$ cat config.mk
export PLATFORM = sky130hd
export DESIGN_NAME = wb_cmd_sequencer
export DESIGN_NICKNAME = d
export VERILOG_FILES = /design/src/rtl/wb_cmd_sequencer.sv
export SDC_FILE = /design/constraint.sdc
export NUM_CORES = 1
export LEC_CHECK = 0
export BUFFER_PORTS_ARGS = -buffer_cell sky130_fd_sc_hd__buf_4
export CAP_MARGIN = 20
export CORE_ASPECT_RATIO = 1.1
export CORE_UTILIZATION = 58
export DETAILED_ROUTE_END_ITERATION = 6
export PLACE_DENSITY = 0.87
export SYNTH_ARGS = -nofsm -noshare
export SYNTH_HDL_FRONTEND = slang
export SYNTH_SLANG_ARGS = --single-unit
$ cat constraint.sdc
create_clock -name clk -period 2.8 [get_ports clk]
set_clock_uncertainty 0.1 [all_clocks]
set_input_delay 0.56 -clock clk [delete_from_list [all_inputs] [get_ports clk]]
set_output_delay 0.56 -clock clk [all_outputs]
set_load 0.01 [all_outputs]
$ cat src/rtl/wb_cmd_sequencer.sv
// wb_cmd_sequencer: queues host command words and services ADC interrupt
// lines with automatic read/flush sequences, issuing each beat to the
// Wishbone SPI master command port with a stall-aware strobe.
module wb_cmd_sequencer #(
  parameter int          NCH           = 4,
  parameter int          CHW           = 2,
  parameter int          HOST_DEPTH    = 4,
  parameter int          STB_CYCLES    = 2,
  parameter int          GAP_CYCLES    = 1,
  parameter logic [33:0] READ_CMD      = 34'h200000001,
  parameter logic [33:0] FLUSH_CMD     = 34'h000000000,
  parameter bit          HOST_PRIORITY = 1'b0
) (
  input  logic            clk,
  input  logic            rst,
  input  logic [31:0]     ep_dataout,
  input  logic            trigger,
  input  logic [NCH-1:0]  int_i,
  input  logic            auto_en,
  input  logic            i_stall,
  input  logic            clr_flags,
  output logic            o_stb,
  output logic [33:0]     cmd_word,
  output logic [CHW-1:0]  o_chan,
  output logic            o_busy,
  output logic            o_ovf,
  output logic [NCH-1:0]  o_int_miss
);

  localparam int AW  = $clog2(HOST_DEPTH);
  localparam int SCW = $clog2(STB_CYCLES + 1);
  localparam int GCW = (GAP_CYCLES > 0) ? $clog2(GAP_CYCLES + 1) : 1;

  typedef enum logic [1:0] {IDLE, BEAT, GAP} state_t;
  typedef enum logic [1:0] {SEQ_HOST, SEQ_AUTO1, SEQ_AUTO2} seq_t;

  // ---------------------------------------------------------------------------
  // Host FIFO
  // ---------------------------------------------------------------------------
  logic [33:0]   fifo_mem [HOST_DEPTH];
  logic [AW-1:0] wr_ptr, rd_ptr;
  logic [AW:0]   fifo_cnt;
  logic          fifo_full, fifo_empty;
  logic [33:0]   fifo_head;
  logic          host_pop, push_ok, ovf_set;

  assign fifo_full  = (fifo_cnt == (AW+1)'(HOST_DEPTH));
  assign fifo_empty = (fifo_cnt == '0);
  assign fifo_head  = fifo_mem[rd_ptr];
  // A pop on the same edge frees the slot, so a full FIFO still accepts.
  assign push_ok    = trigger & (~fifo_full | host_pop);
  assign ovf_set    = trigger & fifo_full & ~host_pop;

  // FIFO pointers and occupancy.
  // NOTE: sequential state always uses non-blocking assignments so every
  // flop samples the pre-edge values of its neighbours.
  always_ff @(posedge clk or posedge rst) begin
    if (rst) begin
      wr_ptr   <= '0;
      rd_ptr   <= '0;
      fifo_cnt <= '0;
    end else begin
      if (push_ok)  wr_ptr <= wr_ptr + 1'b1;
      if (host_pop) rd_ptr <= rd_ptr + 1'b1;
      case ({push_ok, host_pop})
        2'b10:   fifo_cnt <= fifo_cnt + 1'b1;
        2'b01:   fifo_cnt <= fifo_cnt - 1'b1;
        default: fifo_cnt <= fifo_cnt;
      endcase
    end
  end

  // FIFO storage write; host bits 31:30 become the top two command bits.
  // NOTE: the storage array has no reset; emptiness is tracked by the
  // pointers, so clearing the data would only cost flops and routing.
  always_ff @(posedge clk) begin
    if (push_ok) fifo_mem[wr_ptr] <= {ep_dataout[31:30], 2'b00, ep_dataout[29:0]};
  end

  // ---------------------------------------------------------------------------
  // Interrupt pending latch and round-robin pick
  // ---------------------------------------------------------------------------
  logic [NCH-1:0] int_prev, pending, int_rise, grant_mask, miss_set;
  logic [CHW-1:0] rr, pick_idx;
  logic           pick_found;
  logic           auto_grant;

  assign int_rise   = int_i & ~int_prev;
  assign grant_mask = auto_grant ? (NCH'(1) << pick_idx) : '0;
  // A rise on the edge the channel is granted re-arms it without a miss.
  assign miss_set   = int_rise & pending & ~grant_mask;

  // First pending channel at or after the round-robin pointer.
  always_comb begin
    int k;
    k          = 0;
    pick_found = 1'b0;
    pick_idx   = '0;
    for (int i = 0; i < NCH; i++) begin
      k = int'(rr) + i;
      if (k >= NCH) k = k - NCH;
      if (!pick_found && pending[k]) begin
        pick_found = 1'b1;
        pick_idx   = CHW'(k);
      end
    end
  end

  // Edge detection, pending bits and sticky flags (a same-edge set beats clear).
  always_ff @(posedge clk or posedge rst) begin
    if (rst) begin
      int_prev   <= '0;
      pending    <= '0;
      o_int_miss <= '0;
      o_ovf      <= 1'b0;
    end else begin
      int_prev   <= int_i;
      pending    <= int_rise | (pending & ~grant_mask);
      o_int_miss <= miss_set | (clr_flags ? '0 : o_int_miss);
      o_ovf      <= ovf_set | (~clr_flags & o_ovf);
    end
  end

  // ---------------------------------------------------------------------------
  // Beat sequencer FSM
  // ---------------------------------------------------------------------------
  state_t         state, state_nxt;
  seq_t           seq, seq_nxt;
  logic [SCW-1:0] stb_cnt, stb_cnt_nxt;
  logic [GCW-1:0] gap_cnt, gap_cnt_nxt;
  logic           stb_nxt;
  logic [33:0]    cmd_nxt;
  logic [CHW-1:0] chan_nxt, rr_nxt;
  logic           host_cand, auto_cand;

  assign host_cand = ~fifo_empty;
  assign auto_cand = auto_en & pick_found;
  assign o_busy    = (state != IDLE);

  // Next-state, arbitration and registered-output values.
  // NOTE: every signal gets its default before the case so no path leaves
  // one unassigned, which would otherwise infer a latch.
  always_comb begin
    state_nxt   = state;
    seq_nxt     = seq;
    stb_cnt_nxt = stb_cnt;
    gap_cnt_nxt = gap_cnt;
    stb_nxt     = o_stb;
    cmd_nxt     = cmd_word;
    chan_nxt    = o_chan;
    rr_nxt      = rr;
    host_pop    = 1'b0;
    auto_grant  = 1'b0;
    case (state)
      IDLE: begin
        if (host_cand && (HOST_PRIORITY || !auto_cand)) begin
          host_pop    = 1'b1;
          cmd_nxt     = fifo_head;
          chan_nxt    = '0;
          stb_nxt     = 1'b1;
          stb_cnt_nxt = '0;
          seq_nxt     = SEQ_HOST;
          state_nxt   = BEAT;
        end else if (auto_cand) begin
          auto_grant  = 1'b1;
          cmd_nxt     = READ_CMD;
          chan_nxt    = pick_idx;
          stb_nxt     = 1'b1;
          stb_cnt_nxt = '0;
          seq_nxt     = SEQ_AUTO1;
          state_nxt   = BEAT;
          rr_nxt      = (pick_idx == CHW'(NCH - 1)) ? '0 : pick_idx + 1'b1;
        end
      end
      BEAT: begin
        // Only accepted strobe cycles count, so a stall can only stretch a beat.
        if (o_stb && !i_stall) begin
          if (stb_cnt == SCW'(STB_CYCLES - 1)) begin
            stb_cnt_nxt = '0;
            if (GAP_CYCLES > 0) begin
              stb_nxt     = 1'b0;
              gap_cnt_nxt = '0;
              state_nxt   = GAP;
            end else if (seq == SEQ_AUTO1) begin
              cmd_nxt = FLUSH_CMD;
              seq_nxt = SEQ_AUTO2;
            end else begin
              stb_nxt   = 1'b0;
              state_nxt = IDLE;
            end
          end else begin
            stb_cnt_nxt = stb_cnt + 1'b1;
          end
        end
      end
      GAP: begin
        if (gap_cnt == GCW'(GAP_CYCLES - 1)) begin
          gap_cnt_nxt = '0;
          if (seq == SEQ_AUTO1) begin
            cmd_nxt   = FLUSH_CMD;
            stb_nxt   = 1'b1;
            seq_nxt   = SEQ_AUTO2;
            state_nxt = BEAT;
          end else begin
            state_nxt = IDLE;
          end
        end else begin
          gap_cnt_nxt = gap_cnt + 1'b1;
        end
      end
      default: state_nxt = IDLE;
    endcase
  end

  // FSM state and registered command-port outputs; reset drops any beat.
  always_ff @(posedge clk or posedge rst) begin
    if (rst) begin
      state    <= IDLE;
      seq      <= SEQ_HOST;
      stb_cnt  <= '0;
      gap_cnt  <= '0;
      o_stb    <= 1'b0;
      cmd_word <= '0;
      o_chan   <= '0;
      rr       <= '0;
    end else begin
      state    <= state_nxt;
      seq      <= seq_nxt;
      stb_cnt  <= stb_cnt_nxt;
      gap_cnt  <= gap_cnt_nxt;
      o_stb    <= stb_nxt;
      cmd_word <= cmd_nxt;
      o_chan   <= chan_nxt;
      rr       <= rr_nxt;
    end
  end

endmodule

==> results.ini <==
[logic_synthesis]
post-synth-top-area-cell = edfxtp_1
synth_top_family_by_area = simple AND/OR/NAND/NOR gates
netlist_instances = 450
synth_xor_area_frac = 0.00673
synthFlopType = edfxtp_1
post_synth_instance_area_um2 = 7810
synth_area_leaders = edfxtp_1 (49%), dfrtp_1 (20%), mux4_2 (9.2%), nand2b_4 (5.3%), o21ai_2 (2.4%)
muxShareOfSynthArea = 0.0977
yosysUniqueCellTypes = 45
synthSimpleGateAreaFrac = 0.0990
ys_seq_elements = 191
synth_compound_gate_area_share = 0.0591
ys_seq_area_frac = 0.694
async_reset_ff_frac = 0.330
yosysWarnings = 0
synthAdderAreaFrac = 0.0170
yosys.area.top_type_share = 0.492
synth_edf_count = 128
syn_area_per_cell_um2 = 17.4

[sta]
fmax_ghz = 0.379
finalCritPeriodShare = 0.943
tightest_slew_ps = 683
hold_violations = 0
finalSetupViolations = 0
grt_setup_unrepaired = false
timing.final.max_slew_violations = 0
period_minus_slack_ps = 2640
fin_tns_setup_ps = 0
max-slew-margin-rel = 0.542

[detailed_routing]
wl_per_cell_um = 19.5
drt-total-wl_mm = 14.1
drt_iter0_drc = 244
detail-route-antenna-nets = 0
post-route-drc-count = 0
drt-pass1-iter-count = 4
vias_per_cell = 5.62
vias = 4046

[setup_path]
critPathLaunch = pending[0]$_DFF_PP0_
worst-setup-path-type = reg2reg
worstPathRequired_ps = 3040
r2r_cells = 8
end_kind = register
crit_path_max_fanout = 7
r2r_start = pending[0]$_DFF_PP0_
startpoint_type = register
crit_arrival_ps = 2880

[min_path]
min_path_type = in2async

[grt]
grt_max_degree = 64
grt_pass1_wl_mm = 22.3
antenna_found_initial = 0
grtUsageTotal = 0.222
grt.overflow.total = 0
grt_pass1_vias = 4216

[clock_tree]
cts_tree = yes
clk_latency_ps = 430
path_clk_slew_ps = 70
post_cts_buffers = 0
clock_path_buffers = 2
cts_buffers = 17
cts_htree_levels = 4
hold_buffers = 0
cts_sinks = 191
cts_resized = 0
root_buffer = clkbuf_16

[die]
die_h_um = 124
core.rowCount = 44
pin_count = 85
start_util = 0.593
die_w_um = 113
design.core.area_um2 = 13200
design.die.area_um2 = 13900

[final_layout]
layout_commonest_cell = edfxtp_1
fillers = 823
drive_gt1_frac = 0.408
final_cell_mix = edfxtp_1 (128), buf_4 (94), dfrtp_1 (61)
nets = 598
diodes = 0
areaGrowthSynthToFinish_pct = 18.6

[job]
cap_violations = 0

[outcome]
outcome = completed

[pwr]
ir_drop_mv = 0.613
leakagePower_uw = 0.00372
finalPower_uw = 9890
p_per_area_nw_per_um2 = 1070

[place]
io_buffers = 82
gp_congestion = 0.813
hpwl_mm = 9.15

sequential cells by signal, indices dropped and copies added (netlist names):
| register | flops |
|---|---|
| fifo_mem | 128 |
| rr | 2 |
| o_int_miss | 4 |
| int_prev | 4 |
| o_chan | 2 |
| o_stb | 1 |
| cmd_word | 32 |
| state | 2 |
| fifo_cnt | 3 |
| stb_cnt | 2 |
| o_ovf | 1 |
| wr_ptr | 2 |
| pending | 4 |
| seq | 2 |
| rd_ptr | 2 |
critical path, cell delays in order (launching register included):
cell and delay (ps):
dfrtp_1 440, o41a_4 560, o2111ai_2 300, and2_2 230
inv_1 50, ha_1 200, inv_1 80, fa_1 410
o21ai_0 170
cell families after synthesis:
kind of cell	count (synthesis)
flip-flops	191
AND/OR/NAND/NOR	107
AO/OA/AOI/OAI	58
buffers and inverters	41
multiplexers	36
adder cells (fa/ha/maj)	10
XOR/XNOR	6
other	1
routing by layer:
metal	share of wire	wire length (um)	track usage	vias up
met5	0	0	0	-
met4	0.010	141	0.0792	0
met3	0.049	688	0.0618	14
met2	0.53	7460	0.387	101
met1	0.41	5770	0.269	2066
li1	-	-	-	1865
area by class of cell:
type / count / area (um^2) / area share
multi-input cells: 219 / 2200 / 0.237
repair buffers: 96 / 746 / 0.0805
inverters: 21 / 78.8 / 0.00851
clock inverters: 15 / 188 / 0.0203
flip-flops and latches: 191 / 5420 / 0.586
well taps: 161 / 201 / 0.0218
clock buffers: 17 / 425 / 0.0459
report_power, final:
| part | switching (uW) | internal, uW |
|---|---|---|
| sequential | 485 | 3760 |
| combinational | 1630 | 1550 |
| clock | 1050 | 1420 |
per-stage QoR:
| stage | std cells | setup WS, ps | hold WS [ps] | util | instance area (um^2) |
|---|---|---|---|---|---|
| detailed placement | 688 | 167 | 368 | 0.657 | 8650 |
| floorplan | 451 | 226 | 348 | - | 7810 |
| global placement | 688 | 280 | 362 | 0.657 | 8650 |
| CTS | 720 | 147 | 98.3 | 0.704 | 9260 |
| finish | 720 | 160 | 96.2 | 0.704 | 9260 |
| global route | 720 | 60.4 | 116 | 0.704 | 9260 |
cell usage after synthesis, types with 2 or more instances:
cell,count
edfxtp_1,128
dfrtp_1,63
nand2_1,44
mux4_2,32
nand2b_4,30
inv_1,21
o21ai_2,21
ha_1,9
o21ai_1,9
buf_2,8
nand2b_1,8
nor2_1,8
o21ai_0,7
clkbuf_1,5
o22ai_1,5
and3_1,4
buf_4,4
nand3_1,4
a21oi_1,3
a221o_1,3
buf_6,3
xnor2_1,3
xor2_1,3
and2_2,2
mux2i_1,2
nand3b_1,2
final timing paths:
kind | end | slack (ps)
max | fifo_cnt[1]$_DFFE_PP0P_ | 160
min | cmd_word[17]$_DFFE_PP0P_ | 100
max reg2reg | fifo_cnt[1]$_DFFE_PP0P_ | 160
min reg2reg | o_chan[1]$_DFFE_PP0P_ | 380
max in group asynchronous | rd_ptr[1]$_DFFE_PP0P_ | 2190
min in group clk | int_prev[2]$_DFF_PP0_ | 150
No activity file was read; power rests on OpenSTA's default activity.
